--- config.mk ---
export PLATFORM = sky130hd
export DESIGN_NAME = iic_slave_link
export DESIGN_NICKNAME = d
export VERILOG_FILES = /design/src/rtl/iic_slave_link.sv
export SDC_FILE = /design/constraint.sdc
export NUM_CORES = 1
export LEC_CHECK = 0
export ABC_CLOCK_PERIOD_IN_PS = 1600
export CORE_AREA = 2 2 92 68
export CTS_CLUSTER_DIAMETER = 100
export DETAILED_ROUTE_END_ITERATION = 8
export DIE_AREA = 0 0 94 70
export PLACE_DENSITY = 0.6
export SLEW_MARGIN = 0
export SYNTH_ARGS = -nofsm -noshare
export SYNTH_HDL_FRONTEND = slang
export SYNTH_SLANG_ARGS = --single-unit
--- constraint.sdc ---
create_clock -name GCLK -period 1.6 [get_ports GCLK]
set_clock_uncertainty 0.2 [all_clocks]
set_input_delay 0.16 -clock GCLK [delete_from_list [all_inputs] [get_ports GCLK]]
set_output_delay 0.16 -clock GCLK [all_outputs]
set_load 0.005 [all_outputs]
--- src/rtl/iic_slave_link.sv ---
// iic_slave_link: I2C slave byte link with a fixed 7-bit address.
// SCL and SDA are synchronized into GCLK. START and STOP conditions and
// SCL edges are decoded from the synchronized lines. A byte-level FSM then
// receives write data, drives ACKs and shifts out read data through SDA_OE.
module iic_slave_link #(
    parameter logic [6:0] SLV_ADDR    = 7'h50,
    parameter int         SYNC_STAGES = 2
) (
    input  logic       GCLK,
    input  logic       RESET,
    input  logic       SCL,
    input  logic       SDA_IN,
    output logic       SDA_OE,
    output logic [7:0] RX_DATA,
    output logic       RX_VALID,
    output logic       RX_FIRST,
    input  logic [7:0] TX_DATA,
    output logic       TX_REQ,
    output logic       BUSY
);

    typedef enum logic [2:0] {
        S_IDLE      = 3'd0,
        S_ADDR      = 3'd1,
        S_ADDR_ACK  = 3'd2,
        S_RX        = 3'd3,
        S_RX_ACK    = 3'd4,
        S_TX        = 3'd5,
        S_TX_ACK    = 3'd6,
        S_WAIT_STOP = 3'd7
    } state_t;

    logic [SYNC_STAGES-1:0] scl_sync_q, scl_sync_d;
    logic [SYNC_STAGES-1:0] sda_sync_q, sda_sync_d;
    logic                   scl_prev_q, scl_prev_d;
    logic                   sda_prev_q, sda_prev_d;
    logic                   scl_s, sda_s;
    logic                   scl_rise, scl_fall;
    logic                   start_cond, stop_cond;

    state_t     state_q, state_d;
    logic [3:0] bit_cnt_q, bit_cnt_d;
    logic [7:0] shift_q, shift_d;
    logic [7:0] shift_in;
    logic [7:0] rx_data_q, rx_data_d;
    logic       rw_q, rw_d;
    logic       slot_q, slot_d;         // ninth (ACK) SCL rising edge already seen
    logic       nack_q, nack_d;
    logic       sda_oe_q, sda_oe_d;
    logic       rx_pend_q, rx_pend_d;   // byte landed in RX_DATA, VALID follows
    logic       first_flag_q, first_flag_d;
    logic       first_pend_q, first_pend_d;
    logic       rx_valid_q, rx_valid_d;
    logic       rx_first_q, rx_first_d;
    logic       tx_req_q, tx_req_d;
    logic       busy_q, busy_d;

    // Synchronize SCL/SDA and decode SCL edges plus START/STOP conditions
    always_comb begin
        scl_sync_d = {scl_sync_q[SYNC_STAGES-2:0], SCL};
        sda_sync_d = {sda_sync_q[SYNC_STAGES-2:0], SDA_IN};
        scl_s      = scl_sync_q[SYNC_STAGES-1];
        sda_s      = sda_sync_q[SYNC_STAGES-1];
        scl_prev_d = scl_s;
        sda_prev_d = sda_s;
        scl_rise   = scl_s & ~scl_prev_q;
        scl_fall   = ~scl_s & scl_prev_q;
        start_cond = scl_s & sda_prev_q & ~sda_s;
        stop_cond  = scl_s & ~sda_prev_q & sda_s;
    end

    // Byte-level protocol FSM: next state and next registered outputs
    always_comb begin
        state_d      = state_q;
        bit_cnt_d    = bit_cnt_q;
        shift_d      = shift_q;
        rx_data_d    = rx_data_q;
        rw_d         = rw_q;
        slot_d       = slot_q;
        nack_d       = nack_q;
        sda_oe_d     = sda_oe_q;
        rx_pend_d    = 1'b0;
        first_flag_d = first_flag_q;
        first_pend_d = first_pend_q;
        rx_valid_d   = rx_pend_q;
        rx_first_d   = rx_pend_q & first_pend_q;
        tx_req_d     = 1'b0;
        busy_d       = busy_q;
        shift_in     = {shift_q[6:0], sda_s};

        // TX_REQ cycle: capture the byte and present its MSB immediately
        if (tx_req_q && (state_q == S_TX)) begin
            shift_d  = TX_DATA;
            sda_oe_d = ~TX_DATA[7];
        end

        case (state_q)
            S_IDLE: begin
                sda_oe_d = 1'b0;
            end

            S_ADDR: begin
                if (scl_rise) begin
                    shift_d = shift_in;
                    if (bit_cnt_q == 4'd7) begin
                        bit_cnt_d = 4'd8;
                        slot_d    = 1'b0;
                        if (shift_in[7:1] == SLV_ADDR) begin
                            state_d = S_ADDR_ACK;
                            busy_d  = 1'b1;
                            rw_d    = shift_in[0];
                        end else begin
                            state_d  = S_WAIT_STOP;
                            busy_d   = 1'b0;
                            sda_oe_d = 1'b0;
                        end
                    end else begin
                        bit_cnt_d = bit_cnt_q + 4'd1;
                    end
                end
            end

            // The slave drives the ACK between the falls around the ninth bit
            S_ADDR_ACK, S_RX_ACK: begin
                if (scl_rise) begin
                    slot_d = 1'b1;
                end
                if (scl_fall) begin
                    if (!slot_q) begin
                        sda_oe_d = 1'b1;
                    end else begin
                        sda_oe_d  = 1'b0;
                        bit_cnt_d = 4'd0;
                        slot_d    = 1'b0;
                        if (state_q == S_RX_ACK) begin
                            state_d = S_RX;
                        end else if (rw_q) begin
                            state_d      = S_TX;
                            tx_req_d     = 1'b1;
                            first_flag_d = 1'b0;
                        end else begin
                            state_d      = S_RX;
                            first_flag_d = 1'b1;
                        end
                    end
                end
            end

            S_RX: begin
                if (scl_rise) begin
                    shift_d = shift_in;
                    if (bit_cnt_q == 4'd7) begin
                        bit_cnt_d    = 4'd8;
                        rx_data_d    = shift_in;
                        rx_pend_d    = 1'b1;
                        first_pend_d = first_flag_q;
                        first_flag_d = 1'b0;
                        slot_d       = 1'b0;
                        state_d      = S_RX_ACK;
                    end else begin
                        bit_cnt_d = bit_cnt_q + 4'd1;
                    end
                end
            end

            S_TX: begin
                if (scl_rise && (bit_cnt_q != 4'd8)) begin
                    bit_cnt_d = bit_cnt_q + 4'd1;
                end
                if (scl_fall && (bit_cnt_q != 4'd0)) begin
                    if (bit_cnt_q == 4'd8) begin
                        state_d  = S_TX_ACK;
                        sda_oe_d = 1'b0;
                        slot_d   = 1'b0;
                    end else begin
                        shift_d  = {shift_q[6:0], 1'b0};
                        sda_oe_d = ~shift_q[6];
                    end
                end
            end

            S_TX_ACK: begin
                if (scl_rise) begin
                    slot_d = 1'b1;
                    nack_d = sda_s;
                end
                if (scl_fall && slot_q) begin
                    bit_cnt_d = 4'd0;
                    slot_d    = 1'b0;
                    if (!nack_q) begin
                        state_d  = S_TX;
                        tx_req_d = 1'b1;
                    end else begin
                        state_d = S_WAIT_STOP;
                    end
                end
            end

            S_WAIT_STOP: begin
                sda_oe_d = 1'b0;
            end

            default: begin
                state_d = S_IDLE;
            end
        endcase

        // Bus conditions override anything the bit logic decided
        if (start_cond) begin
            state_d   = S_ADDR;
            bit_cnt_d = 4'd0;
            slot_d    = 1'b0;
            sda_oe_d  = 1'b0;
            tx_req_d  = 1'b0;
        end else if (stop_cond) begin
            state_d   = S_IDLE;
            bit_cnt_d = 4'd0;
            slot_d    = 1'b0;
            sda_oe_d  = 1'b0;
            tx_req_d  = 1'b0;
            busy_d    = 1'b0;
        end
    end

    // State registers; reset parks the synchronizers at the idle-bus level
    always_ff @(posedge GCLK) begin
        if (RESET) begin
            scl_sync_q   <= '1;
            sda_sync_q   <= '1;
            scl_prev_q   <= 1'b1;
            sda_prev_q   <= 1'b1;
            state_q      <= S_IDLE;
            bit_cnt_q    <= 4'd0;
            shift_q      <= 8'h00;
            rx_data_q    <= 8'h00;
            rw_q         <= 1'b0;
            slot_q       <= 1'b0;
            nack_q       <= 1'b0;
            sda_oe_q     <= 1'b0;
            rx_pend_q    <= 1'b0;
            first_flag_q <= 1'b0;
            first_pend_q <= 1'b0;
            rx_valid_q   <= 1'b0;
            rx_first_q   <= 1'b0;
            tx_req_q     <= 1'b0;
            busy_q       <= 1'b0;
        end else begin
            scl_sync_q   <= scl_sync_d;
            sda_sync_q   <= sda_sync_d;
            scl_prev_q   <= scl_prev_d;
            sda_prev_q   <= sda_prev_d;
            state_q      <= state_d;
            bit_cnt_q    <= bit_cnt_d;
            shift_q      <= shift_d;
            rx_data_q    <= rx_data_d;
            rw_q         <= rw_d;
            slot_q       <= slot_d;
            nack_q       <= nack_d;
            sda_oe_q     <= sda_oe_d;
            rx_pend_q    <= rx_pend_d;
            first_flag_q <= first_flag_d;
            first_pend_q <= first_pend_d;
            rx_valid_q   <= rx_valid_d;
            rx_first_q   <= rx_first_d;
            tx_req_q     <= tx_req_d;
            busy_q       <= busy_d;
        end
    end

    assign SDA_OE   = sda_oe_q;
    assign RX_DATA  = rx_data_q;
    assign RX_VALID = rx_valid_q;
    assign RX_FIRST = rx_first_q;
    assign TX_REQ   = tx_req_q;
    assign BUSY     = busy_q;

endmodule

==> results of run 1 <==
-- worst paths after layout --
kind | startpoint | endpoint | cells after the start
min reg2reg | sda_sync_q[0] | sda_sync_q[1] | 1
max | bit_cnt_q[1] | RX_DATA[6] | 7
min | sda_sync_q[0] | sda_sync_q[1] | 1
max reg2reg | bit_cnt_q[1] | RX_DATA[6] | 7
-- routing by layer --
layer  up-vias  global-route usage  wire (um)
met5         -                   0          0
met4         0              0.0435         65
met3         8              0.0464        229
met2        45               0.294       2820
met1       979               0.287       3150
li1        998                   -          -
-- metrics by stage --
stage | hold slack, ps | total power (W) | area [sq um] | TNS [ps]
2_1_floorplan | 39.1 | 0.00147 | 2180 | -1750
3_3_place_gp | 192 | 0.00175 | 2810 | -3730
3_5_place_dp | 194 | 0.00176 | 2810 | -4660
4_1_cts | 213 | 0.00255 | 3170 | -2070
5_1_grt | 235 | 0.00274 | 3300 | -5010
6_report | 213 | 0.00262 | 3300 | -2980
-- registers in the layout (all words and copies together) (netlist names), 2 cells and up --
signal      flops
state_q         3
RX_DATA         8
bit_cnt_q       4
shift_q         7
sda_sync_q      2
scl_sync_q      2
-- timing repair --
action / in CTS / in global routing
resized for setup: 47 / 22
cloned: 2 / 0
endpoints found under the setup margin: 30 / 30
pin swaps: 21 / 13
buffers inserted: 12 / 5
-- where the power goes --
part / internal, W / switching, W / total, W
Sequential: 0.000997 / 0.0000268 / 0.00102
Combinational: 0.000460 / 0.000453 / 0.000913
Clock: 0.000304 / 0.000385 / 0.000688
-- worst max-delay path: stages (launching register included) --
cell and delay [ps]:
dfxtp_4 380, ha_4 150, nand3b_1 120, buf_6 150, nor4_4 250, buf_6 180, mux2i_1 190, nor2_1 60
-- cell usage after synthesis, types with 3 or more instances --
master | number | area (sq um)
clkbuf_1 | 3 | 11.3
a21o_1 | 3 | 22.5
nand2b_1 | 5 | 31.3
nor3_1 | 14 | 70.1
and2_1 | 3 | 18.8
nor2_1 | 16 | 60.1
nand3_1 | 5 | 25.0
inv_1 | 7 | 26.3
nand4_1 | 3 | 18.8
a211oi_1 | 3 | 22.5
buf_2 | 4 | 20.0
o21ai_0 | 6 | 30.0
nor2b_1 | 4 | 25.0
mux2i_1 | 14 | 140
nand2_1 | 11 | 41.3
mux2_2 | 7 | 78.8
buf_6 | 4 | 45.0
a22oi_1 | 3 | 22.5
buf_4 | 3 | 22.5
a21oi_1 | 13 | 65.1
or2_2 | 6 | 37.5
dfxtp_1 | 39 | 781
-- logic make-up after synthesis --
family                     Yosys count  share of synthesized area
adders and majority gates            2                     0.0116
and+or+nand+nor                     85                      0.244
xor gates and xnor gates             2                    0.00814
AOI/OAI and AO/OA                   56                      0.212
buffers and inverters               22                     0.0598
DFF                                 39                      0.363
muxes                               21                      0.102
-- cell type report --
type / count / area (sq um)
clock buffer: 5 / 68.8
clock inverter: 3 / 20.0
fill: 530 / 2550
inverter: 8 / 32.5
multi-input combinational: 167 / 1470
sequential: 39 / 805
tap: 78 / 97.6
timing repair buffer: 89 / 806
==> impl_metrics.json, run 1 <==
{
  "syn_area_sq_mm": 0.00215,
  "hold_viol": 0,
  "fp.dieH_um": 70,
  "firstDrtPassIters": 4,
  "instances_no_fill": 389,
  "end_kind": "flip-flop",
  "p_leak_nw": 1.33,
  "synthCells": 227,
  "cts.reportedPaths.clkPinSlew_ps": 80,
  "crit_type": "flip-flop to flip-flop",
  "detail_route.wl_per_cell_um": 16.1,
  "yosysSeqAreaShare": 0.363,
  "ctsHoldBuffers": 0,
  "utilization": 0.564,
  "avgSynthCellArea_sq_um": 9.49,
  "ys_types": 63,
  "root_buffer": "clkbuf_8",
  "drv_slew": 0,
  "routed_via_density": 5.22,
  "rsz0062_at_grt": "yes",
  "dp_hpwl_um": 4180,
  "dp_cells": 362,
  "htreeDepth": 2,
  "ctsLongestPathBuffers": 2,
  "clock_latency_ps": 300,
  "antenna_found_initial": 0,
  "start_util": 0.368,
  "drtAntennaViolNets": 0,
  "fin_crit_sh": 1.12,
  "layout-drive-gt1-share": 0.473,
  "drt_iter0_drc": 90,
  "timing.fmax_mhz": 560,
  "arrival_ps": 1780,
  "antenna_cells": 0,
  "ir_drop_mv": 0.419,
  "coreArea_sq_mm": 0.00586,
  "fp-row-count": 24,
  "cts_tree": "built",
  "numCtsBuffers": 5,
  "ys_ff_latch": 39,
  "synthArstFlopShare": 0,
  "clock_sinks": 39,
  "critPathLaunchType": "flip-flop",
  "crit_path_max_fanout": 5,
  "gp_congestion": 0.852,
  "post-place-ws_ps": -282,
  "area_growth_pct": 53.3,
  "yosys_most_used_dff": "dfxtp_1",
  "grt-ovfl-total": 0,
  "outcome": "finished with violations",
  "holdCritPathClass": "flip-flop to flip-flop",
  "grt_pass1_vias": 2015,
  "routed_wirelength_um": 6270,
  "portBuffers": 24,
  "final_common_cell": "buf_4",
  "final_cell_mix": "buf_4, dfxtp_1, clkdlybuf4s50_1, nor2_1, mux2i_1",
  "dieWidth_um": 94,
  "vias": 2030,
  "max_cap_viol_count": 0,
  "crit_required_ps": 1590,
  "dieArea_sq_mm": 0.00658,
  "grt_max_degree": 18,
  "drc": 0,
  "violations": "setup timing",
  "synth_edf_count": 0,
  "gr-usage-all-layers": 0.196,
  "nets": 324,
  "fin_crit_ps": 1790,
  "p_per_area_mw_per_mm2": 795,
  "yosysWarnings": 0,
  "ios": 25,
  "grt_pass1_wl_um": 10100,
  "finalSetupViolations": 26,
  "r2r_slack_ps": -190,
  "setup_ws_ps": -186,
  "tightest_slew_ps": 385,
  "slew_headroom": 0.740,
  "syn-num-nets": 241
}
No activity file was read; power rests on OpenSTA's default activity.
==> run 2: changes to the inputs <==
ABC_CLOCK_PERIOD_IN_PS = 1760   (was 1600)
PLACE_DENSITY = 0.58   (was 0.6)
clock period = 1.76 ns   (was 1.6 ns; I/O delays follow)
==> impl_metrics.json, run 2 (synthesized netlist as in run 1, its figures left out) <==
{
  "outcome": "complete, no violations",
  "grt_pass1_wl_um": 9430,
  "rr_worst_depth": 7,
  "root_buffer": "clkbuf_8",
  "grt_pass1_vias": 1867,
  "ir_drop_mv": 0.371,
  "timing.fmax_mhz": 578,
  "cts_tree": "built",
  "largest_reg_flops": 8,
  "holdCritPathClass": "flip-flop to flip-flop",
  "crit_path_max_fanout": 5,
  "crit-reg2reg-launch": "bit_cnt_q[0]",
  "worstReg2RegEnd": "state_q[1]",
  "gp_congestion": 0.823,
  "ctsLongestPathBuffers": 2,
  "drt_iter0_drc": 56,
  "gr-usage-all-layers": 0.184,
  "setup_tns_ps": 0,
  "nets": 302,
  "rsz0062_at_grt": "yes",
  "htreeDepth": 2,
  "max_stage_delay_ps": 370,
  "arrival_ps": 1760,
  "crit_cells": 7,
  "drc": 0,
  "max_cap_viol_count": 0,
  "drv_slew": 0,
  "firstDrtPassIters": 4,
  "whs_ps": 216,
  "routed_via_density": 5.21,
  "path_cells": "inv_2 -> ha_4 -> and3b_2 -> a22oi_4 -> a21o_1 -> buf_4 -> a211oi_2",
  "startpoint": "bit_cnt_q[0]",
  "grt_max_degree": 27,
  "slowest_stage": "dfxtp_4",
  "fin_crit_ps": 1730,
  "p_comb_frac": 0.292,
  "clock_sinks": 39,
  "tightest_slew_ps": 366,
  "layout-drive-gt1-share": 0.391,
  "final_common_cell": "buf_4",
  "dp_hpwl_um": 3980,
  "p_per_area_mw_per_mm2": 758,
  "clock_latency_ps": 300,
  "slew_headroom": 0.753,
  "ctsHoldBuffers": 0,
  "crit_type": "flip-flop to flip-flop",
  "vias": 1912,
  "drtAntennaViolNets": 0,
  "cts.reportedPaths.clkPinSlew_ps": 90,
  "path_buf_inv": 2,
  "final_cell_mix": "buf_4, dfxtp_1, clkdlybuf4s50_1, nor2_1, mux2i_1",
  "area_growth_pct": 39.5,
  "portBuffers": 24,
  "crit_family": "compound AO/OA/AOI/OAI gates",
  "stdcell_area_sq_mm": 0.00300,
  "dieWidth_um": 94,
  "routed_wirelength_um": 5750,
  "ios": 25,
  "clkPwrFrac": 0.287,
  "finalSetupViolations": 0,
  "grt-ovfl-total": 0,
  "dpl-instance-area_sq_mm": 0.00269,
  "hold_viol": 0,
  "antenna_cells": 0,
  "critPathLaunchType": "flip-flop",
  "end_kind": "flip-flop",
  "setup_ws_ps": 28.4,
  "p_leak_nw": 1.15,
  "post-place-ws_ps": -124,
  "endpoint": "state_q[1]",
  "detail_route.wl_per_cell_um": 15.7,
  "crit_required_ps": 1790,
  "coreArea_sq_mm": 0.00586,
  "dieArea_sq_mm": 0.00658,
  "swShare": 0.333,
  "fp.dieH_um": 70,
  "fin_crit_sh": 0.984,
  "start_util": 0.368,
  "fp-row-count": 24,
  "r2r_slack_ps": 30,
  "antenna_found_initial": 0,
  "numCtsBuffers": 5,
  "p_sw_w": 0.000758,
  "utilization": 0.513,
  "power.share.sequential": 0.421,
  "p_int_w": 0.00152
}
run 2: cell count changes in the layout (fill, tap and decap cells not counted), moves of 5 or more:
cell / previous run / this run
a21oi_1: 8 / 13
a21oi_2: 5 / 0
buf_4: 52 / 39
buf_6: 10 / 3
run 2: power groups by stage:
stage | clock network [W] | logic, W | registers [W]
finish | 0.000653 | 0.000664 | 0.000959
floorplan | 0 | 0.000390 | 0.000940
global placement | 0 | 0.000571 | 0.000965
detailed placement | 0 | 0.000576 | 0.000965
global route | 0.000709 | 0.000714 | 0.000964
CTS | 0.000668 | 0.000589 | 0.000945
run 2: final cells by class:
| type | count | area, sq um |
|---|---|---|
| well taps | 78 | 97.6 |
| clock buffers | 5 | 68.8 |
| repair buffers | 68 | 612 |
| fillers | 560 | 2850 |
| clock inverters | 3 | 23.8 |
| multi-input cells | 166 | 1370 |
| inverters | 8 | 30.0 |
| flip-flops and latches | 39 | 801 |
run 2: worst min path at each step:
stage             startpoint             to  slack [ps]  depth (start not counted)
2_1_floorplan          RESET       RX_VALID          60                          1
3_3_place_gp   scl_sync_q[0]  scl_sync_q[1]         190                          1
3_5_place_dp   sda_sync_q[0]  sda_sync_q[1]         200                          1
4_1_cts        sda_sync_q[0]  sda_sync_q[1]         220                          1
5_1_grt        sda_sync_q[0]  sda_sync_q[1]         250                          1
6_report       sda_sync_q[0]  sda_sync_q[1]         220                          1
run 2: worst register-to-register path, cell delays in order (launching register included):
cell	delay [ps]
dfxtp_4	370
inv_2	80
ha_4	130
and3b_2	260
a22oi_4	90
a21o_1	200
buf_4	140
a211oi_2	190
run 2: timing repair:
action	4_1_cts	5_1_grt
resized for setup	13	30
cloned	1	1
setup buffers	2	3
setup endpoints to repair	23	25
pin swaps	3	4
run 2: per-layer routing:
layer | global-route usage | part of all wire
met2 | 0.248 | 0.42
met3 | 0.0356 | 0.048
met4 | 0.0676 | 0.014
met1 | 0.284 | 0.52
met5 | 0 | 0
run 2: metrics by stage:
step                instances  total power, W
detailed placement        352         0.00154
CTS                       363         0.00220
global route              367         0.00239
global placement          352         0.00154
finish                    367         0.00228
floorplan                 227         0.00133
==> run 3: changes to the inputs <==
HOLD_SLACK_MARGIN = 0.12   (was default)
==> results of run 3 <==
No change in the layout: final DEF, timing and power equal those of run 2.
